File: src/rtl/conv3x3_sched.sv
// Sequencer for the 3x3 convolution core: kernel load, credit-gated window issue
// in row-major order, and a tagged delay line that labels each core result.
module conv3x3_sched #(
  parameter int IMG_W     = 28,
  parameter int IMG_H     = 28,
  parameter int CORE_LAT  = 4,
  parameter int CRD_DEPTH = 8,
  parameter int CW        = 16
) (
  input  logic          clk,
  input  logic          rst,
  input  logic          start,
  input  logic          abort,
  output logic          kload_en,
  output logic [3:0]    kload_idx,
  output logic          win_valid,
  output logic [CW-1:0] win_row,
  output logic [CW-1:0] win_col,
  output logic          out_valid,
  output logic [CW-1:0] out_row,
  output logic [CW-1:0] out_col,
  input  logic          credit_ret,
  output logic          busy,
  output logic          done,
  output logic          err,
  output logic [2:0]    dbg_state
);

  localparam logic [2:0] S_IDLE  = 3'd0;
  localparam logic [2:0] S_KLOAD = 3'd1;
  localparam logic [2:0] S_RUN   = 3'd2;
  localparam logic [2:0] S_DRAIN = 3'd3;
  localparam logic [2:0] S_DONE  = 3'd4;

  localparam logic [CW-1:0] COL_LAST = CW'(IMG_W - 3);
  localparam logic [CW-1:0] ROW_LAST = CW'(IMG_H - 3);
  localparam logic [7:0]    CRD_INIT = 8'(CRD_DEPTH);

  logic [2:0]          state;
  logic [3:0]          kidx;
  logic [CW-1:0]       row;
  logic [CW-1:0]       col;
  logic [7:0]          credits;
  logic [CORE_LAT-1:0] dl_v;
  logic [CW-1:0]       dl_row [CORE_LAT];
  logic [CW-1:0]       dl_col [CORE_LAT];

  logic run;
  logic issue;
  logic start_ok;
  logic kill;
  logic drain_empty;

  // Flow control: win_valid has no ready. A window is issued in every RUN
  // cycle with credits>0; credits count free downstream slots and credit_ret
  // returns one slot per pulse, so the consumer can never be overrun.
  assign run      = (state == S_RUN);
  assign issue    = run && (credits != 8'd0);
  assign start_ok = (state == S_IDLE) && start;
  assign kill     = abort && (state != S_IDLE);

  // DRAIN may leave once the line will be empty after this cycle's shift,
  // so done lands the cycle right after the last result.
  always_comb begin
    drain_empty = 1'b1;
    for (int i = 0; i < CORE_LAT - 1; i++) begin
      if (dl_v[i]) drain_empty = 1'b0;
    end
  end

  always_ff @(posedge clk or negedge rst) begin
    if (!rst) begin
      state <= S_IDLE;
      kidx  <= 4'd0;
      row   <= '0;
      col   <= '0;
    end else if (kill) begin
      state <= S_IDLE;
      kidx  <= 4'd0;
    end else begin
      case (state)
        S_IDLE: begin
          if (start) begin
            state <= S_KLOAD;
            kidx  <= 4'd0;
            row   <= '0;
            col   <= '0;
          end
        end
        S_KLOAD: begin
          if (kidx == 4'd8) begin
            state <= S_RUN;
            kidx  <= 4'd0;
          end else begin
            kidx <= kidx + 4'd1;
          end
        end
        S_RUN: begin
          if (issue) begin
            if (col == COL_LAST) begin
              col <= '0;
              if (row == ROW_LAST) state <= S_DRAIN;
              else                 row   <= row + 1'b1;
            end else begin
              col <= col + 1'b1;
            end
          end
        end
        S_DRAIN: begin
          if (drain_empty) state <= S_DONE;
        end
        S_DONE:  state <= S_IDLE;
        default: state <= S_IDLE;
      endcase
    end
  end

  // A return arriving while the counter is already full means the consumer
  // sent more credits than it was given.
  always_ff @(posedge clk or negedge rst) begin
    if (!rst) begin
      credits <= CRD_INIT;
      err     <= 1'b0;
    end else if (start_ok) begin
      credits <= CRD_INIT;
      err     <= 1'b0;
    end else if (issue && !credit_ret) begin
      credits <= credits - 8'd1;
    end else if (credit_ret && !issue) begin
      if (credits >= CRD_INIT) err     <= 1'b1;
      else                     credits <= credits + 8'd1;
    end
  end

  always_ff @(posedge clk or negedge rst) begin
    if (!rst) begin
      dl_v <= '0;
      for (int i = 0; i < CORE_LAT; i++) begin
        dl_row[i] <= '0;
        dl_col[i] <= '0;
      end
    end else begin
      for (int i = CORE_LAT - 1; i > 0; i--) begin
        dl_v[i]   <= dl_v[i-1];
        dl_row[i] <= dl_row[i-1];
        dl_col[i] <= dl_col[i-1];
      end
      dl_v[0]   <= issue;
      dl_row[0] <= row;
      dl_col[0] <= col;
      if (kill) dl_v <= '0;
    end
  end

  assign kload_en  = (state == S_KLOAD);
  assign kload_idx = kload_en ? kidx : 4'd0;
  assign win_valid = issue;
  assign win_row   = run ? row : '0;
  assign win_col   = run ? col : '0;
  assign out_valid = dl_v[CORE_LAT-1];
  assign out_row   = out_valid ? dl_row[CORE_LAT-1] : '0;
  assign out_col   = out_valid ? dl_col[CORE_LAT-1] : '0;
  assign busy      = (state == S_KLOAD) || (state == S_RUN) || (state == S_DRAIN);
  assign done      = (state == S_DONE);
  assign dbg_state = state;

endmodule

File: config.mk
export PLATFORM = sky130hd
export DESIGN_NAME = conv3x3_sched
export DESIGN_NICKNAME = d
export VERILOG_FILES = /design/src/rtl/conv3x3_sched.sv
export SDC_FILE = /design/constraint.sdc
export NUM_CORES = 1
export LEC_CHECK = 0
export ABC_CLOCK_PERIOD_IN_PS = 3100
export BUFFER_PORTS_ARGS = -buffer_cell sky130_fd_sc_hd__buf_2
export CAP_MARGIN = 30
export CORE_UTILIZATION = 39
export CTS_CLUSTER_DIAMETER = 120
export DETAILED_ROUTE_END_ITERATION = 8
export PLACE_DENSITY_LB_ADDON = 0.1
export REMOVE_ABC_BUFFERS = 1
export SYNTH_ARGS = -nofsm -noshare
export SYNTH_HDL_FRONTEND = slang
export SYNTH_SLANG_ARGS = --single-unit
export TNS_END_PERCENT = 10
File: constraint.sdc
create_clock -name clk -period 3.1 [get_ports clk]
set_input_delay 0.62 -clock clk [delete_from_list [all_inputs] [get_ports clk]]
set_output_delay 0.62 -clock clk [all_outputs]
set_load 0.01 [all_outputs]
==> impl_metrics.tcl, run 1 <==
set metrics [dict create \
    drive_above_1_share 0.223 \
    ant_nets 0 \
    worstSetupEndpointType "output pin" \
    grt-ovfl-total 0 \
    peakVddDrop_uv 399 \
    register_area_um2 4510 \
    mostFrequentLayoutCell "dfrtp_1" \
    core_area_um2 16800 \
    path_class "register to output pin" \
    grt_pass1_vias 4218 \
    final_cell_mix "dfrtp_1 (179), buf_2 (80), and2_1 (65)" \
    cellLeakagePower_nw 4.04 \
    antenna_cells 0 \
    avgSynthCellArea_um2 12.5 \
    switching_power_mw 1.74 \
    cts_root_buf "clkbuf_16" \
    hold_path.class "input port to async pin" \
    combPwrFrac 0.178 \
    finalClockSkew_ns 0.00942 \
    worst_pin_slew_ns 0.696 \
    drc 0 \
    nets 646 \
    viasPerCell 5.00 \
    r2r_setup_slack_ns 0.53 \
    firstDrtPassIters 4 \
    cp_slowest_cell "or3b_2" \
    required_ns 2.48 \
    area_growth_pct 19.6 \
    synth_area_um2 6780 \
    synth_cell_types 59 \
    antenna_found_initial 0 \
    nFillCells 1548 \
    synth_ff_type "dfrtp_1" \
    pwr-share-clk 0.375 \
    cts-resized-gates 0 \
    post-cts-setup-buffers 0 \
    fmax_ghz 0.365 \
    reg2reg_depth 6 \
    clockBufferDepth 2 \
    p_per_area_nw_per_um2 714 \
    post-route-period-util 0.884 \
    postCtsHoldBufs 0 \
    status "finished, final reports clean" \
    slew_headroom 0.529 \
    die_w_um 134 \
    drt_first_iter_violations 323 \
    portBuffers 81 \
    total_power_mw 5.79 \
    clock_latency_ns 0.42 \
    setup.worst_path.start_class "register" \
    synth_enable_flop_cells 0 \
    die_area_um2 17900 \
    power_frac_seq 0.447 \
    grt_pass1_wl_um 21900 \
    tns_ns 0 \
    cp_max_fo 17 \
    p_int_mw 4.06 \
    async_flop_share 1.00 \
    finalSetupViolCount 0 \
    rows 47 \
    yosys_register_bits 180 \
    rsz0062_at_grt "false" \
    p_sw_frac 0.300 \
    fin_crit_ns 2.74 \
    dp_hpwl_um 8580 \
    r2r_start "credits[0]" \
    cp_slowest_stage_delay_ns 0.71 \
    io_pins 82 \
    crit_chain "buf_4, or3b_2, nor2_1, buf_2" \
    drv_cap 0 \
    h-tree-depth 4 \
    routedWlPerCell_um 15.1 \
    vias 4326 \
    grt_max_degree 81 \
    start_util 0.405 \
    arrival_ns 2.12 \
    finalHoldViolCount 0 \
    seq_area_frac_synth 0.664 \
    synth_warnings 0 \
    rr_endpoint "row[9]" \
    cts_buffers 17 \
    multi_input_area_um2 2130 \
    grtUsageTotal 0.158 \
    postSynthCellCount 544 \
    clock_sinks 180 \
    finalMaxSlewViolations 0 \
    wl_um 13000 \
    cts_tree "built" \
    cts.clk_slew.worst_paths_ns 0.07 \
    dieHeight_um 134 \
    place_congestion 0.798 \
]
[synth_stat cells (4+ instances only)]
library cell    n  area, um2
o31ai_1         7       52.6
xnor2_1        15        131
ha_1            8        100
and3_1          5       31.3
a211oi_1       10       75.1
clkbuf_1       20       75.1
inv_1          12       45.0
mux2i_1         6       60.1
nor4_1          8       50.1
and4_1          5       43.8
or4_1           7       52.6
or3_1           4       25.0
a31oi_1         5       31.3
and2_1         65        407
nand2_1        24       90.1
nand3_1        15       75.1
nor4b_1         4       35.0
dfrtp_1       179       4480
nor3_1          6       30.0
nand4_1         9       56.3
nand2b_1        4       25.0
o21ai_0        21        105
a21oi_1        11       55.1
nor2_1         44        165
xor2_1          5       43.8
[area by class of cell]
type                            count  area share
Sequential cell                   180       0.555
Multi-Input combinational cell    326       0.263
Timing Repair Buffer               95      0.0655
Clock buffer                       17      0.0524
Tap cell                          220      0.0339
Clock inverter                     15      0.0241
Inverter                           13     0.00601
[critical path: cells and delay by family, from the launching register on]
| kind | cells | cell delay (ns) |
|---|---|---|
| simple gates | 2 | 0.96 |
| flops | 1 | 0.38 |
| buf+inv | 2 | 0.35 |
[routing by layer]
layer  wire length [um]  vias up  part of all wire  GRT usage
met3                564       15             0.043     0.0325
met4                149        0             0.011     0.0688
met2               6280       97              0.48      0.242
met1               6040     2136              0.46      0.218
li1                   -     2078                 -          -
met5                  0        -                 0          0
[how the worst max path moves through the flow]
stage | slack [ns] | depth (start not counted) | end | startpoint
after floorplan | 0.05 | 5 | credits[1] | dbg_state[1]
after global placement | 0.28 | 10 | credits[6] | credit_ret
after detailed placement | 0.25 | 10 | credits[6] | credit_ret
after CTS | 0.33 | 4 | win_row[1] | dbg_state[0]
after global routing | 0.25 | 4 | win_valid | credits[0]
final | 0.36 | 4 | win_row[1] | dbg_state[0]
[state kept, by name, summed over array words and instances (netlist names)]
| register | flops |
|---|---|
| dl_col | 64 |
| dl_row | 64 |
| col | 16 |
| row | 16 |
| credits | 8 |
| dl_v | 4 |
| kidx | 4 |
| dbg_state | 3 |
| err | 1 |
[power by group through the flow]
stage / Combinational, mW / Sequential [mW] / Clock, mW
2_1_floorplan: 0.609 / 2.65 / 0
3_3_place_gp: 1.03 / 2.63 / 0
3_5_place_dp: 1.04 / 2.63 / 0
4_1_cts: 1.04 / 2.59 / 2.25
5_1_grt: 1.15 / 2.61 / 2.35
6_report: 1.03 / 2.59 / 2.17
[per-stage QoR]
| step | area (um2) | setup slack [ns] | util | std cells | hold slack (ns) |
|---|---|---|---|---|---|
| global placement | 7490 | 0.275 | 0.447 | 834 | 0.331 |
| global route | 8110 | 0.249 | 0.484 | 866 | 0.275 |
| finish | 8110 | 0.358 | 0.484 | 866 | 0.206 |
| floorplan | 6680 | 0.0498 | - | 519 | 0.324 |
| detailed placement | 7490 | 0.245 | 0.447 | 834 | 0.335 |
| CTS | 8110 | 0.329 | 0.484 | 866 | 0.248 |
[cell families (layout without fill, tap and decap cells)]
family,count (synthesis),in the layout,synth area share
flip-flops,180,180,0.664
AO/OA/AOI/OAI,81,81,0.0873
AND/OR/NAND/NOR,211,211,0.177
adder cells (fa/ha/maj),8,8,0.0148
multiplexers,6,6,0.00886
buffers and inverters,38,140,0.0221
XOR/XNOR,20,20,0.0258
No activity file was read; power rests on OpenSTA's default activity.
==> run 2, diff against run 1 <==
Settings changed: PLACE_DENSITY set to 0.62, PLACE_DENSITY_LB_ADDON 0.1 to unset.
==> impl_metrics.tcl, run 2 (same netlist as run 1, synthesis figures left out) <==
set metrics [dict create \
    cts-resized-gates 0 \
    start_util 0.405 \
    ant_nets 0 \
    place_congestion 0.833 \
    drv_cap 0 \
    switching_power_mw 1.69 \
    hold_path.class "input port to async pin" \
    critPathBufInv 2 \
    cp_slowest_stage_delay_ns 0.70 \
    arrival_ns 2.12 \
    grtUsageTotal 0.159 \
    clock_sinks 180 \
    final_cell_mix "dfrtp_1 (179), buf_2 (80), and2_1 (65)" \
    grt_pass1_wl_um 22100 \
    mostFrequentLayoutCell "dfrtp_1" \
    clock_latency_ns 0.43 \
    setup_ws_ns 0.357 \
    grt_max_degree 82 \
    grt_pass1_vias 4264 \
    cp_max_fo 17 \
    rsz0062_at_grt "false" \
    dpl_worst_slack_ns 0.199 \
    required_ns 2.48 \
    firstDrtPassIters 5 \
    p_sw_frac 0.289 \
    pwr-share-clk 0.380 \
    core_area_um2 16800 \
    tns_ns 0 \
    reg2reg_depth 6 \
    routedWlPerCell_um 15.3 \
    h-tree-depth 4 \
    clockBufferDepth 2 \
    reg_top3 "dl_col (64), dl_row (64)" \
    cp.depth 4 \
    path_class "register to output pin" \
    finalHoldViolCount 0 \
    die_area_um2 17900 \
    antenna_cells 0 \
    dp_hpwl_um 8620 \
    power_frac_seq 0.444 \
    combPwrFrac 0.176 \
    wl_um 13200 \
    peakVddDrop_uv 453 \
    status "finished, final reports clean" \
    drc 0 \
    p_int_mw 4.16 \
    cellLeakagePower_nw 4.05 \
    vias 4366 \
    die_w_um 134 \
    setup.worst_path.start_class "register" \
    cts.clk_slew.worst_paths_ns 0.07 \
    fin_crit_ns 2.74 \
    p_per_area_nw_per_um2 722 \
    cts_root_buf "clkbuf_16" \
    cts_tree "built" \
    worst_pin_slew_ns 0.783 \
    postCtsHoldBufs 0 \
    fmax_ghz 0.365 \
    area_growth_pct 19.5 \
    post-route-period-util 0.885 \
    antenna_found_initial 0 \
    dieHeight_um 134 \
    io_pins 82 \
    path_delay_family "simple AND/OR/NAND/NOR gates" \
    rows 47 \
    drive_above_1_share 0.218 \
    drt_first_iter_violations 241 \
    finalSetupViolCount 0 \
    cp_slowest_cell "or3b_2" \
    slew_headroom 0.470 \
    portBuffers 81 \
    viasPerCell 5.06 \
    finalClockSkew_ns 0.0125 \
    grt-ovfl-total 0 \
    crit_chain "buf_4, or3b_2, nor2_1, buf_2" \
    nets 643 \
    worstSetupEndpointType "output pin" \
    cts_buffers 17 \
    finalMaxSlewViolations 0 \
    post-cts-setup-buffers 0 \
]
[run 2: cell count changes in the layout (fill, tap and decap cells not counted), sizes merged]
cell and change:
clkbuf +3, bufinv +1, buf -3, clkinvlp -3, clkinv -1
[run 2: worst paths after layout]
| path | startpoint | end | slack (ns) |
|---|---|---|---|
| min reg2reg | dl_col[44] | dl_col[28] | 0.35 |
| max in group asynchronous | rst | credits[3] | 2.18 |
| min in group clk | dl_col[44] | dl_col[28] | 0.35 |
| max reg2reg | credits[0] | row[10] | 0.41 |
| min | rst | row[6] | 0.22 |
| max | dbg_state[0] | win_row[1] | 0.36 |
[run 2: per-layer routing]
metal  vias up  GRT usage  wire (um)
met2       138      0.257       6490
li1       2066          -          -
met5         -          0          0
met3        12     0.0359        629
met1      2150      0.207       5910
met4         0     0.0682        142
[run 2: layout make-up]
| class | count | area [um2] |
|---|---|---|
| multi-input combinational | 326 | 2130 |
| sequential | 180 | 4510 |
| clock inverter | 12 | 165 |
| clock buffer | 20 | 457 |
| fill | 1479 | 8660 |
| timing repair buffer | 92 | 522 |
| tap | 220 | 275 |
| inverter | 13 | 48.8 |
[run 2: metrics by stage]
stage	hold slack (ns)	power, mW	cells	utilization	instance area, um2
6_report	0.225	5.85	863	0.484	8100
3_3_place_gp	0.331	3.63	831	0.446	7480
5_1_grt	0.273	6.15	863	0.484	8100
3_5_place_dp	0.335	3.68	831	0.446	7480
2_1_floorplan	0.324	3.26	519	-	6680
4_1_cts	0.229	5.92	863	0.484	8100
[run 2: worst reg2reg max path: cells and delay by family (launching register included)]
kind / cells / cell delay [ns]
buf+inv: 1 / 0.20
simple gates: 1 / 0.66
flops: 1 / 0.46
compound gates: 4 / 1.26
[run 2: power groups by stage]
stage | Sequential, mW | Combinational, mW | Clock (mW)
after floorplan | 2.65 | 0.609 | 0
after detailed placement | 2.64 | 1.04 | 0
final | 2.60 | 1.03 | 2.22
after global placement | 2.63 | 1.01 | 0
after global routing | 2.62 | 1.15 | 2.38
after CTS | 2.60 | 1.04 | 2.28
